**src/rtl/pmem_burst_adaptor_if.sv**
```systemverilog
// Signal bundle between the L1 cache memory port, the burst adaptor and the physical memory bus.
// The adaptor takes the slave view; the environment (cache plus memory model) takes the master view.
interface pmem_burst_adaptor_if #(
  parameter int s_line  = 256,
  parameter int s_burst = 64
);
  logic [31:0]        pmem_addr;
  logic [s_line-1:0]  pmem_wdata;
  logic               pmem_read;
  logic               pmem_write;
  logic [s_line-1:0]  pmem_rdata;
  logic               pmem_resp;

  logic [31:0]        bus_addr;
  logic [s_burst-1:0] bus_wdata;
  logic [s_burst-1:0] bus_rdata;
  logic               bus_read;
  logic               bus_write;
  logic               bus_resp;

  modport slave (
    input  pmem_addr, pmem_wdata, pmem_read, pmem_write, bus_rdata, bus_resp,
    output pmem_rdata, pmem_resp, bus_addr, bus_wdata, bus_read, bus_write
  );

  modport master (
    output pmem_addr, pmem_wdata, pmem_read, pmem_write, bus_rdata, bus_resp,
    input  pmem_rdata, pmem_resp, bus_addr, bus_wdata, bus_read, bus_write
  );
endinterface

```
**src/rtl/pmem_burst_adaptor.sv**
```systemverilog
// Converts one full-line cache read/write into a num_beats burst on the memory bus,
// reassembling or serializing the line, then returns a one-cycle pmem_resp.
//
// state    | meaning
// IDLE     | waiting for pmem_read / pmem_write (read wins)
// RD_BURST | bus_read high, collecting beats on bus_resp
// RD_DONE  | pmem_resp pulse, pmem_rdata holds the full line
// WR_BURST | bus_write high, presenting beats on bus_resp
// WR_DONE  | pmem_resp pulse
module pmem_burst_adaptor #(
  parameter int s_line  = 256,
  parameter int s_burst = 64
) (
  input logic               clk,
  input logic               rst,
  pmem_burst_adaptor_if.slave io
);
  localparam int num_beats = s_line / s_burst;
  localparam int cnt_w     = $clog2(num_beats);
  localparam logic [cnt_w-1:0] last_beat = cnt_w'(num_beats - 1);

  typedef enum logic [2:0] {
    IDLE,
    RD_BURST,
    RD_DONE,
    WR_BURST,
    WR_DONE
  } state_e;

  state_e                            state_q, state_d;
  logic [cnt_w-1:0]                  cnt_q, cnt_d;
  logic [31:0]                       addr_q, addr_d;
  logic [num_beats-1:0][s_burst-1:0] wr_line_q, wr_line_d;
  logic [num_beats-1:0][s_burst-1:0] rd_buf_q, rd_buf_d;
  logic [num_beats-1:0][s_burst-1:0] rdata_q, rdata_d;

  always_ff @(posedge clk) begin
    if (!rst) begin
      state_q   <= IDLE;
      cnt_q     <= '0;
      addr_q    <= '0;
      wr_line_q <= '0;
      rd_buf_q  <= '0;
      rdata_q   <= '0;
    end else begin
      state_q   <= state_d;
      cnt_q     <= cnt_d;
      addr_q    <= addr_d;
      wr_line_q <= wr_line_d;
      rd_buf_q  <= rd_buf_d;
      rdata_q   <= rdata_d;
    end
  end

  always_comb begin
    state_d   = state_q;
    cnt_d     = cnt_q;
    addr_d    = addr_q;
    wr_line_d = wr_line_q;
    rd_buf_d  = rd_buf_q;
    rdata_d   = rdata_q;

    unique case (state_q)
      IDLE: begin
        cnt_d = '0;
        if (io.pmem_read) begin
          addr_d  = io.pmem_addr & 32'hFFFF_FFE0;
          state_d = RD_BURST;
        end else if (io.pmem_write) begin
          addr_d    = io.pmem_addr & 32'hFFFF_FFE0;
          wr_line_d = io.pmem_wdata;
          state_d   = WR_BURST;
        end
      end
      RD_BURST: begin
        if (io.bus_resp) begin
          rd_buf_d[cnt_q] = io.bus_rdata;
          cnt_d           = cnt_q + cnt_w'(1);
          // Publish only complete lines so pmem_rdata never shows a partial burst.
          if (cnt_q == last_beat) begin
            rdata_d = rd_buf_d;
            state_d = RD_DONE;
          end
        end
      end
      WR_BURST: begin
        if (io.bus_resp) begin
          cnt_d = cnt_q + cnt_w'(1);
          if (cnt_q == last_beat) state_d = WR_DONE;
        end
      end
      RD_DONE: state_d = IDLE;
      WR_DONE: state_d = IDLE;
      default: state_d = IDLE;
    endcase
  end

  assign io.bus_read   = (state_q == RD_BURST);
  assign io.bus_write  = (state_q == WR_BURST);
  assign io.bus_addr   = addr_q;
  assign io.bus_wdata  = (state_q == WR_BURST) ? wr_line_q[cnt_q] : '0;
  assign io.pmem_resp  = (state_q == RD_DONE) || (state_q == WR_DONE);
  assign io.pmem_rdata = rdata_q;

endmodule
```
**src/flat_wrapper.sv**
```systemverilog
// flat-port wrapper written by rule: the top's interface ports become plain ports
module pmem_burst_adaptor_flat 
#(
  parameter int s_line  = 256,
  parameter int s_burst = 64
)
  (clk, rst, io_pmem_addr, io_pmem_wdata, io_pmem_read, io_pmem_write, io_bus_rdata, io_bus_resp, io_pmem_rdata, io_pmem_resp, io_bus_addr, io_bus_wdata, io_bus_read, io_bus_write);
  pmem_burst_adaptor_if #(.s_line(s_line), .s_burst(s_burst)) io_i ();
  input logic clk;
  input logic rst;
  input wire logic [$bits(io_i.pmem_addr)-1:0] io_pmem_addr;
  input wire logic [$bits(io_i.pmem_wdata)-1:0] io_pmem_wdata;
  input wire logic [$bits(io_i.pmem_read)-1:0] io_pmem_read;
  input wire logic [$bits(io_i.pmem_write)-1:0] io_pmem_write;
  input wire logic [$bits(io_i.bus_rdata)-1:0] io_bus_rdata;
  input wire logic [$bits(io_i.bus_resp)-1:0] io_bus_resp;
  output wire logic [$bits(io_i.pmem_rdata)-1:0] io_pmem_rdata;
  output wire logic [$bits(io_i.pmem_resp)-1:0] io_pmem_resp;
  output wire logic [$bits(io_i.bus_addr)-1:0] io_bus_addr;
  output wire logic [$bits(io_i.bus_wdata)-1:0] io_bus_wdata;
  output wire logic [$bits(io_i.bus_read)-1:0] io_bus_read;
  output wire logic [$bits(io_i.bus_write)-1:0] io_bus_write;
  assign io_i.pmem_addr = io_pmem_addr;
  assign io_i.pmem_wdata = io_pmem_wdata;
  assign io_i.pmem_read = io_pmem_read;
  assign io_i.pmem_write = io_pmem_write;
  assign io_i.bus_rdata = io_bus_rdata;
  assign io_i.bus_resp = io_bus_resp;
  assign io_pmem_rdata = io_i.pmem_rdata;
  assign io_pmem_resp = io_i.pmem_resp;
  assign io_bus_addr = io_i.bus_addr;
  assign io_bus_wdata = io_i.bus_wdata;
  assign io_bus_read = io_i.bus_read;
  assign io_bus_write = io_i.bus_write;
  pmem_burst_adaptor #(.s_line(s_line), .s_burst(s_burst)) u_core (.clk(clk), .rst(rst), .io(io_i));
endmodule
```
**config.mk**
```make
export PLATFORM = sky130hd
export DESIGN_NAME = pmem_burst_adaptor_flat
export DESIGN_NICKNAME = d
export VERILOG_FILES = /design/src/rtl/pmem_burst_adaptor_if.sv /design/src/rtl/pmem_burst_adaptor.sv /design/src/flat_wrapper.sv
export SDC_FILE = /design/constraint.sdc
export NUM_CORES = 2
export LEC_CHECK = 0
export CAP_MARGIN = 10
export CORE_ASPECT_RATIO = 0.5
export CORE_MARGIN = 4
export CORE_UTILIZATION = 50
export DETAILED_ROUTE_END_ITERATION = 16
export HOLD_SLACK_MARGIN = 0.06
export PLACE_DENSITY = 0.8
export SYNTH_ARGS = -nofsm -noshare
export SYNTH_HDL_FRONTEND = slang
export SYNTH_SLANG_ARGS = --single-unit
```
**constraint.sdc**
```tcl
create_clock -name clk -period 3 [get_ports clk]
set_clock_uncertainty 0.15 [all_clocks]
set_input_delay 0.3 -clock clk [delete_from_list [all_inputs] [get_ports clk]]
set_output_delay 0.3 -clock clk [all_outputs]
set_load 0.01 [all_outputs]
```
======== Word level (Yosys, flattened, before mapping) ========
Index checks and enable logic that the tools add are counted.
storage, ports and cells
  register bits after elaboration ......... 805
  logic and storage cells ................. 59
  output and inout bits ................... 355
operators by class
  bitwise gates (word level) .............. 1
  reductions and logical operators ........ 12
  add/subtract/negate cells ............... 1
  eq/ne operators ......................... 11
  order comparisons ....................... 2
  mux-type cells .......................... 17
operators with widths
  operator                                                                      count
  256-bit bitwise mux                                                           1
  64-bit two-way mux                                                            3
  64-bit binary-select mux with 2-bit select                                    1
  64-bit demux with 2-bit select                                                1
  32-bit two-way mux                                                            2
  3-bit two-way mux                                                             6
  3-bit one-hot mux with 3 select lines                                         1
  3-bit by 2-bit equality test with 1-bit output, second input constant         2
  2-bit by 1-bit inequality test with 1-bit output, second input constant       3
  2-bit AND reduction                                                           3
  3-bit AND reduction                                                           2
  5-bit AND reduction                                                           1
  2-bit inequality test, second input constant                                  2
  2-bit one-hot mux with 2 select lines                                         1
  2-bit nonzero test                                                            2
  3-bit by 1-bit equality test with 1-bit output, second input constant         1
  3-bit equality test, second input constant                                    1
  3-bit zero test                                                               1
  2-bit by 3-bit less-than comparator with 1-bit output, second input constant  1
  3-bit inequality test, second input constant                                  1
  2-bit by 1-bit adder with 2-bit output, second input constant                 1
  2-bit equality test, second input constant                                    1
  2-bit by 1-bit >= comparator with 1-bit output, second input constant         1
  2-bit two-way mux                                                             1
  4 further kinds                                                               4

======== Depth between registers and ports, before layout ========
  word-level depth ........................ 5
  depth in mapped cells ................... 8
  mapped depth without buffers ............ 4

======== Worst setup path after synthesis ========
No wires, ideal clock.
  kind .................................... register to register
  start ................................... reg u_core.cnt_q[1]
  end ..................................... reg u_core.rdata_q, in the netlist u_core.io.pmem_rdata[53]
  cell stages (with the launch flop) ...... 9
  clock period less this slack ............ 2270 ps
  setup slack ............................. 730 ps
  path buffers ............................ 4
  setup time .............................. 86 ps
  arrival time ............................ 2034 ps
  cells stage by stage .................... dfxtp_1 buf_2 buf_1 inv_1 ha_1 buf_4 clkbuf_1 mux2i_1 a211oi_1
between the ends
  word-level cells in the longest chain between the ends .. 5
  elaborated cells between the ends (all ways) .. 8
  those cells by class .................... 2 x order compare; 1 x eq/ne; 3 x mux; 2 x reduce/logical
RTL lines
  what                                                                                                                                                  line                      source
  from (decl)                                                                                                                                           pmem_burst_adaptor.sv:31  logic [cnt_w-1:0] cnt_q, cnt_d;
  from (signal assigned)                                                                                                                                pmem_burst_adaptor.sv:47  cnt_q <= cnt_d;
  2-bit by 3-bit less-than comparator with 1-bit output (not written as such) / 2-bit by 1-bit >= comparator with 1-bit output (equally long branches)  pmem_burst_adaptor.sv:77  rd_buf_d[cnt_q] = io.bus_rdata;
  1-bit logical AND (not written as such)                                                                                                               pmem_burst_adaptor.sv:77
  64-bit two-way mux (not written as such)                                                                                                              pmem_burst_adaptor.sv:77
  64-bit demux with 2-bit select                                                                                                                        --
  256-bit bitwise mux                                                                                                                                   pmem_burst_adaptor.sv:77
  to (signal assigned)                                                                                                                                  pmem_burst_adaptor.sv:51  rdata_q <= rdata_d;
  to (decl)                                                                                                                                             pmem_burst_adaptor.sv:35  logic [num_beats-1:0][s_burst-1:0] rdata_q, rdata_d;
Parallel ways exist; a longest one is shown, timed or not.
A chain may end at the register's enable or synchronous reset.

======== Worst setup path after layout ========
  start ................................... reg u_core.cnt_q[0]
  end ..................................... out io_bus_wdata[44]
between the ends
  word-level cells in the longest chain between the ends .. 3
RTL lines
  what                                        line                       source
  64-bit binary-select mux with 2-bit select  pmem_burst_adaptor.sv:101  assign io.bus_wdata = (state_q == WR_BURST) ? wr_line_q[cnt_q] : '0;
  64-bit two-way mux (not written as such)    pmem_burst_adaptor.sv:101
  64-bit two-way mux                          pmem_burst_adaptor.sv:101
  to (decl)                                   flat_wrapper.sv:20         output wire logic [$bits(io_i.bus_wdata)-1:0] io_bus_wdata;
Every way passes these cells. The select of a mux whose other input is x is not followed.

==> reports/qor_table.md <==
| Parameter | Value | Unit |
|---|---|---|
| Vias in the first global route | 25897 | - |
| Count of mapped cells out of synthesis | 3295 | - |
| Setup repair after global routing missed its margin | yes | - |
| Flops & latches, synth | 736 | - |
| Root buffer cell | sky130_fd_sc_hd__clkbuf_16 | - |
| Minimum hold slack | 0.1124 | ns |
| Cell type contributing the most total cell area after synthesis | sky130_fd_sc_hd__dfxtp_1 | - |
| Final HPWL from detailed placement | 66480 | um |
| Clock-pin slew on the worst setup and hold paths | 0.07 | ns |
| Status | finished, final reports clean | - |
| Total number of H-tree levels | 3 | - |
| Internal power of the cells | 16.25 | mW |
| Switching part of the total | 24.01 | % |
| Max-capacitance violation count | 0 | - |
| CTS tree | yes | - |
| Area growth, synth to finish | 31.69 | % |
| Share of synthesized area occupied by flip-flops and latches | 46.82 | % |
| Share of flip-flops with an asynchronous set or reset after synthesis | 0 | % |
| Dominant synthesized flop cell | sky130_fd_sc_hd__dfxtp_1 | - |
| Via count | 26535 | - |
| Distinct cells, synth | 33 | - |
| Number of optimization iterations in the first detailed-route pass | 5 | - |
| Total Nets Final | 4180 | - |
| Post-Place Cells | 4561 | - |
| Post-route ant nets | 0 | - |
| Final cell count without fillers | 4712 | - |
| Cell count of the worst hold path | 3 | - |
| M1 WL | 39870 | um |
| Pre-CTS WS | 0.4288 | ns |
| Post-Synthesis Cell Area | 0.03147 | mm2 |
| Overall power consumption | 21.39 | mW |
| CP Capture Type | primary output | - |
| Final period utilization | 99.77 | % |
| Number of design-rule violations left by the first detailed-router iteration | 2141 | - |
| Die height | 185.4 | um |
| Kind of path behind the tightest hold check | input pin to flop | - |
| Fin. max-slew vios | 0 | - |
| Synth warnings | 0 | - |
| Final routed wire length divided by cell count | 21.11 | um |
| Wire length of the first global-routing pass | 149400 | um |
| Maximum clock path buffer count | 3 | - |
| Wire length on met3 | 5209 | um |
| LEAKAGE | 16.14 | nW |
| Final hold violation count | 0 | - |
| Transition time of the tightest slew-check pin | 1.032 | ns |
| Critical-path maximum fanout | 10 | - |
| Final worst setup slack | 0.006976 | ns |
| Highest attainable clock frequency | 334.1 | MHz |
| Largest net degree at the start of global routing | 169 | - |
| Top cells by area in the synthesized netlist | sky130_fd_sc_hd__dfxtp_1 47%, sky130_fd_sc_hd__mux2i_1 21%, sky130_fd_sc_hd__nand2_1 11% | - |
| Clk_lat worst skew | 0.60 | ns |
| Class of the most critical setup path | flop to primary output | - |
| Required time at the worst-slack endpoint | 2.55 | ns |
| Kind of start point of the critical path | flop | - |
| Fraction of final layout cells sized beyond drive strength 1 | 6.798 | % |
| Pwr Density | 516.2 | mW/mm2 |
| Remaining routing DRC violations | 0 | - |
| Top Metal Used | met5 | - |
| Overall routed net length | 99470 | um |
| Total gr overflow | 0 | - |
| Post-synth EDFFs | 0 | - |
| Combinational group share of total power | 10.5 | % |
| Detailed route wirelength on metal2 | 49200 | um |
| Number of buffer cells added on primary ports | 701 | - |
| Part of the total power dissipated in the clock network | 41.7 | % |
| Antenna violations before repair | 18 | - |
| Arrival time of the worst setup path | 2.54 | ns |
| Number of cells traversed by the worst register-to-register path | 6 | - |
| Core Rows | 64 | - |
| Effective utilization at floorplan | 51.03 | % |
| Proportion of power drawn by flip-flops and latches | 47.7 | % |
| DR vias/cell | 5.631 | - |
| Count of final setup violators | 0 | - |
| Utilization after layout | 67.20 | % |
| Final critical-path required period | 2.993 | ns |
| Slew Limit Headroom | 31.20 | % |
| DIE WIDTH | 362.8 | um |
| Switching power | 5.136 | mW |
| Global placement routability congestion | 0.8895 | - |
| Peak supply drop | 0.3533 | mV |
| Global-route usage over all layers | 28.00 | % |
| Sink count of the clock tree | 736 | - |
| Clock buffers created by TritonCTS | 67 | - |
| Placeable Area | 0.06166 | mm2 |
| Synth top area share | 46.82 | % |
| Mapped Avg Cell Area | 9.550 | um2 |
| Number of top-level pins | 712 | - |
| Die area | 0.06725 | mm2 |
-- placed cells by master, fill, tap and decap left out, types with 15 or more instances in the layout --
master / netlist / layout
sky130_fd_sc_hd__nand2_1: 888 / 888
sky130_fd_sc_hd__dfxtp_1: 736 / 732
sky130_fd_sc_hd__clkdlybuf4s50_1: 0 / 682
sky130_fd_sc_hd__mux2i_1: 667 / 667
sky130_fd_sc_hd__a21oi_1: 194 / 194
sky130_fd_sc_hd__a211oi_1: 192 / 192
sky130_fd_sc_hd__clkbuf_16: 0 / 70
sky130_fd_sc_hd__o21ai_0: 67 / 67
sky130_fd_sc_hd__mux4_2: 64 / 64
sky130_fd_sc_hd__and3_1: 66 / 64
sky130_fd_sc_hd__nand4_1: 64 / 64
sky130_fd_sc_hd__buf_4: 48 / 40
sky130_fd_sc_hd__buf_12: 0 / 32
sky130_fd_sc_hd__diode_2: 0 / 18
sky130_fd_sc_hd__clkbuf_8: 0 / 16
sky130_fd_sc_hd__dlygate4sd2_1: 0 / 15
-- area by class of cell --
cell class                 instances  area (um2)
fill                            4760       20220
multi-input combinational       2234       15330
clock buffer                      99        2021
inverter                           4       20.02
tap                              825        1032
timing repair buffer             776        8005
sequential                       736       14740
antenna                           18       45.04
clock inverter                    20       237.7
-- logic make-up after synthesis --
logic type	Yosys count	share of synthesized area, %
and+or+nand+nor	1036	13.56
DFF	736	46.82
muxes	731	25.80
AOI/OAI and AO/OA	456	8.804
buffers and inverters	329	4.791
adders and majority gates	4	0.1591
xor gates and xnor gates	2	0.05568
other	1	0.01192
-- per-layer routing --
metal  up-vias  GRT usage [%]
met3       255          5.166
met1     12903          34.09
li1      12545              -
met5         -              0
met4         2          14.72
met2       830          47.80
-- state kept, by name, summed over array words and instances (netlist names) --
name                  flops
u_core.io.pmem_rdata    256
u_core.wr_line_q        256
u_core.cnt_q              2
u_core.io.bus_addr       27
u_core.rd_buf_q         192
u_core.state_q            3
-- critical path: stages, from the launching register on --
cell                              delay, ns
sky130_fd_sc_hd__dfxtp_4               0.44
sky130_fd_sc_hd__bufbuf_16             0.33
sky130_fd_sc_hd__mux4_2                0.50
sky130_fd_sc_hd__and3_1                0.19
sky130_fd_sc_hd__clkdlybuf4s50_1       0.50
-- synth_stat cells, drive strengths merged (64+ instances only) --
cell type / n
a211oi: 192
a21oi: 194
and3: 66
buf: 145
clkbuf: 180
dfxtp: 736
mux2i: 667
mux4: 64
nand2: 891
nand4: 64
o21ai: 67
-- power groups by stage --
stage                     combinational [mW]  clock [mW]  sequential (mW)
after floorplan                         1.25           0             10.4
after global placement                  2.18           0             10.4
after detailed placement                2.22           0             10.4
after CTS                               2.24        9.02             10.2
after global routing                    2.41        9.43             10.2
final                                   2.26        8.92             10.2
-- worst paths after layout --
check / from / endpoint / slack, ns
max: u_core.cnt_q[0] / io_bus_wdata[44] / 0.007
min: io_pmem_wdata[123] / u_core.wr_line_q[123] / 0.11
max reg2reg: u_core.cnt_q[0] / u_core.rd_buf_q[39] / 0.55
min reg2reg: u_core.wr_line_q[255] / u_core.wr_line_q[255] / 0.30
-- timing repair --
action                                 in CTS  in global routing
setup buffers                               1                 11
hold buffers                                1                  0
endpoints found under the hold margin      38                  0
setup endpoints to repair                  29                 32
resized for setup                          16                  3
gates cloned                                1                  0
-- metrics by stage --
step / area, um2 / TNS [ns]
6_report: 41440 / 0
5_1_grt: 41440 / -0.4396
4_1_cts: 41300 / -0.1846
3_5_place_dp: 39010 / 0
3_3_place_gp: 39010 / 0
2_1_floorplan: 31480 / 0
No activity file was read; power rests on OpenSTA's default activity.
